===== src/rtl/seq_detector_param.sv =====
// Serial pattern detector with run-time pattern length and overlap mode.
// Optional saturating match counter enabled by SEQ_DETECTOR_PARAM_COUNT_EN.
module seq_detector_param #(
    parameter int WIDTH = 4,
    parameter int CNT_W = 8
) (
    input  logic                       clk,
    input  logic                       rst,
    input  logic                       load,
    input  logic [WIDTH-1:0]           pattern,
    input  logic [$clog2(WIDTH+1)-1:0] pat_len,
    input  logic                       overlap_en,
    input  logic                       in_valid,
    input  logic                       in_bit,
    output logic                       match,
    output logic                       cfg_err,
    output logic                       armed,
    output logic [CNT_W-1:0]           match_count
);
    localparam int LW = $clog2(WIDTH + 1);

    localparam logic [0:0] S_IDLE = 1'b0;
    localparam logic [0:0] S_RUN  = 1'b1;

    // Handshake: a bit is consumed on a rising edge where in_valid is high,
    // the FSM is in RUN and load is low; load always takes priority.

    logic [0:0]       state_q,   state_d;
    logic [WIDTH-1:0] pattern_q, pattern_d;
    logic [LW-1:0]    len_q,     len_d;
    logic             ovl_q,     ovl_d;
    logic [WIDTH-1:0] hist_q,    hist_d;
    logic [LW-1:0]    fill_q,    fill_d;
    logic             match_q,   match_d;
    logic             cfg_err_q, cfg_err_d;

    logic [WIDTH-1:0] hist_shift;
    logic [WIDTH-1:0] len_mask;
    logic [LW-1:0]    fill_inc;
    logic             hit;
    logic             len_ok;

    always_comb begin
        hist_shift = {hist_q[WIDTH-2:0], in_bit};
        fill_inc   = (fill_q == LW'(WIDTH)) ? fill_q : fill_q + 1'b1;
        for (int i = 0; i < WIDTH; i++) begin
            len_mask[i] = (int'(len_q) > i);
        end
        // Only the low pat_len bits of history take part in the compare.
        hit    = (fill_inc >= len_q) &&
                 (((hist_shift ^ pattern_q) & len_mask) == '0);
        len_ok = (pat_len != '0) && (pat_len <= LW'(WIDTH));
    end

    always_comb begin
        state_d   = state_q;
        pattern_d = pattern_q;
        len_d     = len_q;
        ovl_d     = ovl_q;
        hist_d    = hist_q;
        fill_d    = fill_q;
        match_d   = 1'b0;
        cfg_err_d = 1'b0;
        if (load) begin
            hist_d = '0;
            fill_d = '0;
            if (len_ok) begin
                state_d   = S_RUN;
                pattern_d = pattern;
                len_d     = pat_len;
                ovl_d     = overlap_en;
            end else begin
                state_d   = S_IDLE;
                pattern_d = '0;
                len_d     = '0;
                ovl_d     = 1'b0;
                cfg_err_d = 1'b1;
            end
        end else if (state_q == S_RUN && in_valid) begin
            hist_d = hist_shift;
            fill_d = fill_inc;
            if (hit) begin
                match_d = 1'b1;
                // Non-overlapping mode demands a fresh pat_len bits.
                if (!ovl_q) fill_d = '0;
            end
        end
    end

    always_ff @(posedge clk or posedge rst) begin
        if (rst) begin
            state_q   <= S_IDLE;
            pattern_q <= '0;
            len_q     <= '0;
            ovl_q     <= 1'b0;
            hist_q    <= '0;
            fill_q    <= '0;
            match_q   <= 1'b0;
            cfg_err_q <= 1'b0;
        end else begin
            state_q   <= state_d;
            pattern_q <= pattern_d;
            len_q     <= len_d;
            ovl_q     <= ovl_d;
            hist_q    <= hist_d;
            fill_q    <= fill_d;
            match_q   <= match_d;
            cfg_err_q <= cfg_err_d;
        end
    end

    assign match   = match_q;
    assign cfg_err = cfg_err_q;
    assign armed   = (state_q == S_RUN);

`ifdef SEQ_DETECTOR_PARAM_COUNT_EN
    logic [CNT_W-1:0] count_q, count_d;

    always_comb begin
        count_d = count_q;
        if (load && len_ok) begin
            count_d = '0;
        end else if (match_d && count_q != {CNT_W{1'b1}}) begin
            count_d = count_q + 1'b1;
        end
    end

    always_ff @(posedge clk or posedge rst) begin
        if (rst) count_q <= '0;
        else     count_q <= count_d;
    end

    assign match_count = count_q;
`else
    assign match_count = '0;
`endif

endmodule

===== config.mk =====
export PLATFORM = sky130hd
export DESIGN_NAME = seq_detector_param
export DESIGN_NICKNAME = d
export VERILOG_FILES = /design/src/rtl/seq_detector_param.sv
export SDC_FILE = /design/constraint.sdc
export NUM_CORES = 1
export LEC_CHECK = 0
export CELL_PAD_IN_SITES_DETAIL_PLACEMENT = 1
export CELL_PAD_IN_SITES_GLOBAL_PLACEMENT = 2
export CORE_MARGIN = 3
export CORE_UTILIZATION = 26
export CTS_CLUSTER_SIZE = 14
export DETAILED_ROUTE_END_ITERATION = 8
export PLACE_DENSITY_LB_ADDON = 0.1
export SLEW_MARGIN = 20
export SYNTH_ARGS = -nofsm -noshare
export SYNTH_HDL_FRONTEND = slang
export SYNTH_SLANG_ARGS = --single-unit

===== constraint.sdc =====
create_clock -name clk -period 2.3 [get_ports clk]
set_clock_uncertainty 0.2 [all_clocks]
set_input_delay 0.23 -clock clk [delete_from_list [all_inputs] [get_ports clk]]
set_output_delay 0.23 -clock clk [all_outputs]
set_load 0.01 [all_outputs]

Word level (Yosys, flattened, before mapping)
Index checks and enable logic that the tools add are counted.
Storage, ports and cells
  flip-flop bits (word level): 17
  output and inout bits: 11
  bits in read-only memories: 0
  memories: 0
  RAM bits: 0
  word-level logic and storage cells: 40
  bits of input ports: 13
  latch bits: 0
Operators by class
  shifts and indexed selects: 0
  div/mod/pow operators: 0
  $mul: 0
  bitwise gates (word level): 2
  multiplexer cells: 16
  eq/ne operators: 1
  order comparisons: 6
  reduce and logical (&&, ||, !) cells: 6
  $add $sub $neg: 1
Operator list (number)
  3-bit 2-to-1 mux: 8
  1-bit 2-to-1 mux: 7
  3-bit by 1-bit greater-than comparator with 1-bit output (second input constant): 2
  3-bit by 2-bit greater-than comparator with 1-bit output (second input constant): 2
  4-bit bitwise AND: 1
  4-bit logical NOT: 1
  4-bit 2-to-1 mux: 1
  4-bit bitwise XOR: 1
  3-bit by 1-bit adder with 3-bit output (second input constant): 1
  3-bit == test (second input constant): 1
  3-bit greater-or-equal comparator: 1
  3-bit <= comparator (second input constant): 1
  1-bit logical AND: 3
  3-bit nonzero test: 1
  2-bit nonzero test: 1

Logic depth before layout (Yosys ltp)
  depth after elaboration: 7
  mapped depth: 9
  mapped depth without buffers: 9

Worst setup path before layout
No wires, ideal clock.
  path type: register to register
  start: register fill_q[0]
  end: register fill_q[0]
  library setup time: 0.092 ns
  path buffers: 0
  data required time: 2.008 ns
  cell stages (with the launch flop): 10
  slack: 0.079 ns
  clock period less this slack: 2.221 ns
  arrival time: 1.929 ns
  cells stage by stage: dfrtp_1 -> inv_1 -> ha_1 -> nand2_1 -> xnor2_1 -> ha_1 -> or3b_4 -> a21oi_4 -> nor4_2 -> o31ai_2
Between the ends
  longest elaborated chain between the ends: 7
  elaborated cells on any way between the ends: 9
  those cells by class: 1 x add/sub; 1 x order compare; 1 x eq/ne; 5 x mux; 1 x reduce/logical
Ends and longest elaborated chain
  start, declared: RTL line 33  | logic [LW-1:0] fill_q, fill_d;
  start signal, assigned: RTL line 106  | fill_q <= fill_d;
  3-bit by 1-bit adder with 3-bit output / 3-bit == test (equally long branches): RTL line 45  | fill_inc = (fill_q == LW'(WIDTH)) ? fill_q : fill_q + 1'b1;
  3-bit 2-to-1 mux (*): RTL line 45
  3-bit greater-or-equal comparator: RTL line 50  | hit = (fill_inc >= len_q) &&
  1-bit logical AND: RTL line 50
  3-bit 2-to-1 mux (*): RTL line 82  | if (hit) begin
  3-bit 2-to-1 mux (*): RTL line 79  | end else if (state_q == S_RUN && in_valid) begin
  3-bit 2-to-1 mux (*): RTL line 64  | if (load) begin
Every way passes the cells marked *; elsewhere a longest branch is shown, timed or not. The select of a mux whose other input is x is not followed.
A chain may end at the register's enable or synchronous reset.

Worst setup path in the final report
Ends and elaborated chain as after synthesis.

==> run_results.csv <==
group,metric,value,unit
placed_design,hpwl,1.626,mm
pwr,peakVddDrop,0.0001963,V
pwr,power_density,562.5,nW/um^2
global_routing,grt_pass1_wl,3.615,mm
critical_path,critPathMaxStageDelay,390,ps
timing,slew_viol_final,0,
timing,finalWorstSetupSlack,67.80,ps
drt,wire_per_inst,12.99,um
critical_path,critical_path_class,"flip-flop to flip-flop",
floorplan,num_rows,20,
critical_path,path_max_fanout,3,
drt,ant_nets,0,
layout,multi_input_area,469.2,sq um
timing,slew_headroom,57.27,%
layout,syn_to_final_growth,30.04,%
cts,ctsHoldBuffers,0,
placed_design,place_ws,34.38,ps
timing,setup-violations-final,0,
critical_path,startpoint,"fill_q[0]$_DFFE_PP0P_",
global_routing,grtUsageTotal,10.93,%
drt,routed_via_density,4.435,
cts,cts_made_buffers,3,
floorplan,coreArea,3203,sq um
cts,cts_buffer_depth,2,
global_routing,grt_pass1_vias,753,
cts,clk_latency,280,ps
cts,clkTransAtPathRegs,100,ps
layout,drive_gt1_share,19.09,%
status,status,"finished, final reports clean",
critical_path,rrSetupSlack,70,ps
floorplan,boundaryPins,24,
drt,drt-total-wl,2.001,mm
layout,antennaDiodeCount,0,
pwr,leakagePower,0.5315,nW
synth,ys_ff_latch,17,
placed_design,io_buffers,15,
critical_path,reg2reg_depth,9,
cts,cts.sinks,17,
timing,post-route-min-period,2232,ps
synth,yosys_warnings,0,
drt,vias,683,
cts,cts_max_level,1,
layout,seq_area,425.4,sq um
critical_path,slowest_stage,"dfrtp_1",
floorplan,start_util,28.48,%
drt,drc,0,
job,maxCapViolations,0,
synth,ys_seq_area_share,46.64,%
placed_design,globalplace.congestion,0.7139,
drt,drtIter0Drc,15,
timing,hold_ws,116.9,ps
synth,syn_inst,87,
critical_path,required,2310,ps
cts,tritoncts,"done",
global_routing,grt_antenna_before_repair,0,
synth,syn_area,912.1,sq um
critical_path,crit_arrival,2240,ps
layout,nFillCells,384,
drt,drt_first_pass_iters,2,
pwr,finalPower,0.6673,mW
placed_design,place_area,1106,sq um
placed_design,dp_cells,148,
timing,period_share,97.05,%
synth,synth_area_per_cell,10.48,sq um
timing,fmax,448.0,MHz
floorplan,die_w,65.23,um
layout,layout.nets,130,
global_routing,overflow,0,
floorplan,die_area,4255,sq um
global_routing,grt_max_degree,18,
layout,instances_no_fill,154,
critical_path,start_kind,"flip-flop",
synth,ys_types,27,
timing,tightestPinTransition,640.2,ps
critical_path,r2r_end,"fill_q[0]$_DFFE_PP0P_",
layout,stdcell_area,1186,sq um
critical_path,r2r_start,"fill_q[0]$_DFFE_PP0P_",
timing,hold_violations,0,
floorplan,fp.dieH,65.23,um
min_path,hold_class,"input port to asynchronous set/reset pin",
critical_path,endpoint,"fill_q[0]$_DFFE_PP0P_",
critical_path,crit_chain,"inv_1, ha_4, nand2_2, xnor2_2, ha_1, or3b_4, a21oi_4, nor4_4, o31ai_2",
cts,clockRootBuffer,"clkbuf_4",
timing,rsz0062_at_grt,"yes",
critical_path,end_kind,"flip-flop",
## per-stage QoR
stage / util (%) / TNS [ps]
finish: 37.03 / 0
global route: 37.03 / -49.00
CTS: 35.59 / 0
detailed placement: 34.53 / 0
global placement: 34.53 / 0
floorplan: - / 0
## how the worst min path moves through the flow
stage / start / to / cells past startpoint
floorplan: rst / armed$_DFFE_PP0P_ / 1
CTS: rst / hist_q[0]$_DFFE_PP0P_ / 2
finish: rst / pattern_q[3]$_DFFE_PP0P_ / 2
global placement: hist_q[2]$_DFFE_PP0P_ / hist_q[2]$_DFFE_PP0P_ / 1
global route: rst / pattern_q[3]$_DFFE_PP0P_ / 2
detailed placement: pattern_q[0]$_DFFE_PP0P_ / pattern_q[0]$_DFFE_PP0P_ / 1
## cell type report
cell class / count / area share [%]
flip-flops and latches: 17 / 35.86
repair buffers: 20 / 15.82
well taps: 44 / 4.641
inverters: 6 / 1.899
multi-input cells: 63 / 39.56
clock buffers: 4 / 2.215
## cells in the mapped netlist
cell       count  area [sq um]
o21a_2         1         8.760
nor4_1         1         6.260
conb_1         1         3.750
o21ai_1        2         10.01
ha_1           6         75.07
buf_4          8         60.06
a21oi_4        1         16.27
xnor2_1        5         43.79
a22o_1         8         70.07
o21ai_0        2         10.01
a21o_1         1         7.510
dfrtp_1       17         425.4
o31ai_2        1         12.51
inv_2          1         3.750
nand3_1        1         5.000
nor4_2         1         12.51
and3_1         1         6.260
or3b_4         1         11.26
nor3_1         1         5.000
inv_1          5         18.77
o2bb2ai_1      1         8.760
o22ai_1        2         12.51
a21oi_1        2         10.01
or3_1          1         6.260
nor2_1         6         22.52
and2_1         1         6.260
nand2_1        9         33.78
## what timing repair did
action / in CTS / in global routing
cloned: 0 / 0
resized for setup: 1 / 8
buffers inserted: 0 / 2
endpoints found under the setup margin: 1 / 3
hold endpoints to repair: 0 / 0
pin swaps: 0 / 6
## worst max-delay path: cells and delay by family (launching register included)
kind	cells	cell delay [ps]
AO/OA/AOI/OAI	2	360
AND/OR/NAND/NOR	3	520
flip-flops	1	390
XOR/XNOR	1	150
adder cells (fa/ha/maj)	2	430
buffers and inverters	1	100
## cells by family (layout without fill, tap and decap cells)
logic type	after synthesis	in the layout	share of synthesized area (%)
flops	17	17	46.64
fa+ha+maj	6	6	8.230
other cells	1	8	0.4111
xor+xnor	5	5	4.801
compound gates	21	21	18.25
buf+inv	14	30	9.054
simple gates	23	23	12.62
## power breakdown
part	switching (mW)	internal, mW	total, mW
Sequential	0.0192	0.320	0.339
Combinational	0.0805	0.0880	0.168
Clock	0.0928	0.0673	0.160
Total	0.192	0.475	0.667
## cell usage in the layout, fill, tap and decap left out, drive strengths merged, types with 2 or more instances in the layout
| cell type | count |
|---|---|
| a22o | 8 |
| clkdlybuf4s50 | 15 |
| clkbuf | 4 |
| inv | 6 |
| nor2 | 6 |
| xnor2 | 5 |
| a21oi | 3 |
| o21ai | 4 |
| nor4 | 2 |
| o22ai | 2 |
| nand2 | 9 |
| dfrtp | 17 |
| buf | 5 |
| ha | 6 |
| conb | 8 |
## routing by layer
metal	vias to the layer above	track usage, %	wire length [um]
met1	330	14.82	980
met4	0	3.886	17
li1	335	-	-
met3	2	2.393	97
met5	-	0	0
met2	16	17.07	906
## registers in the layout, summed over array words and instances, names as in the netlist
name,count
pattern_q,4
hist_q,3
match,1
len_q,3
armed,1
cfg_err,1
ovl_q,1
fill_q,3
(Power assumes the default switching activity.)
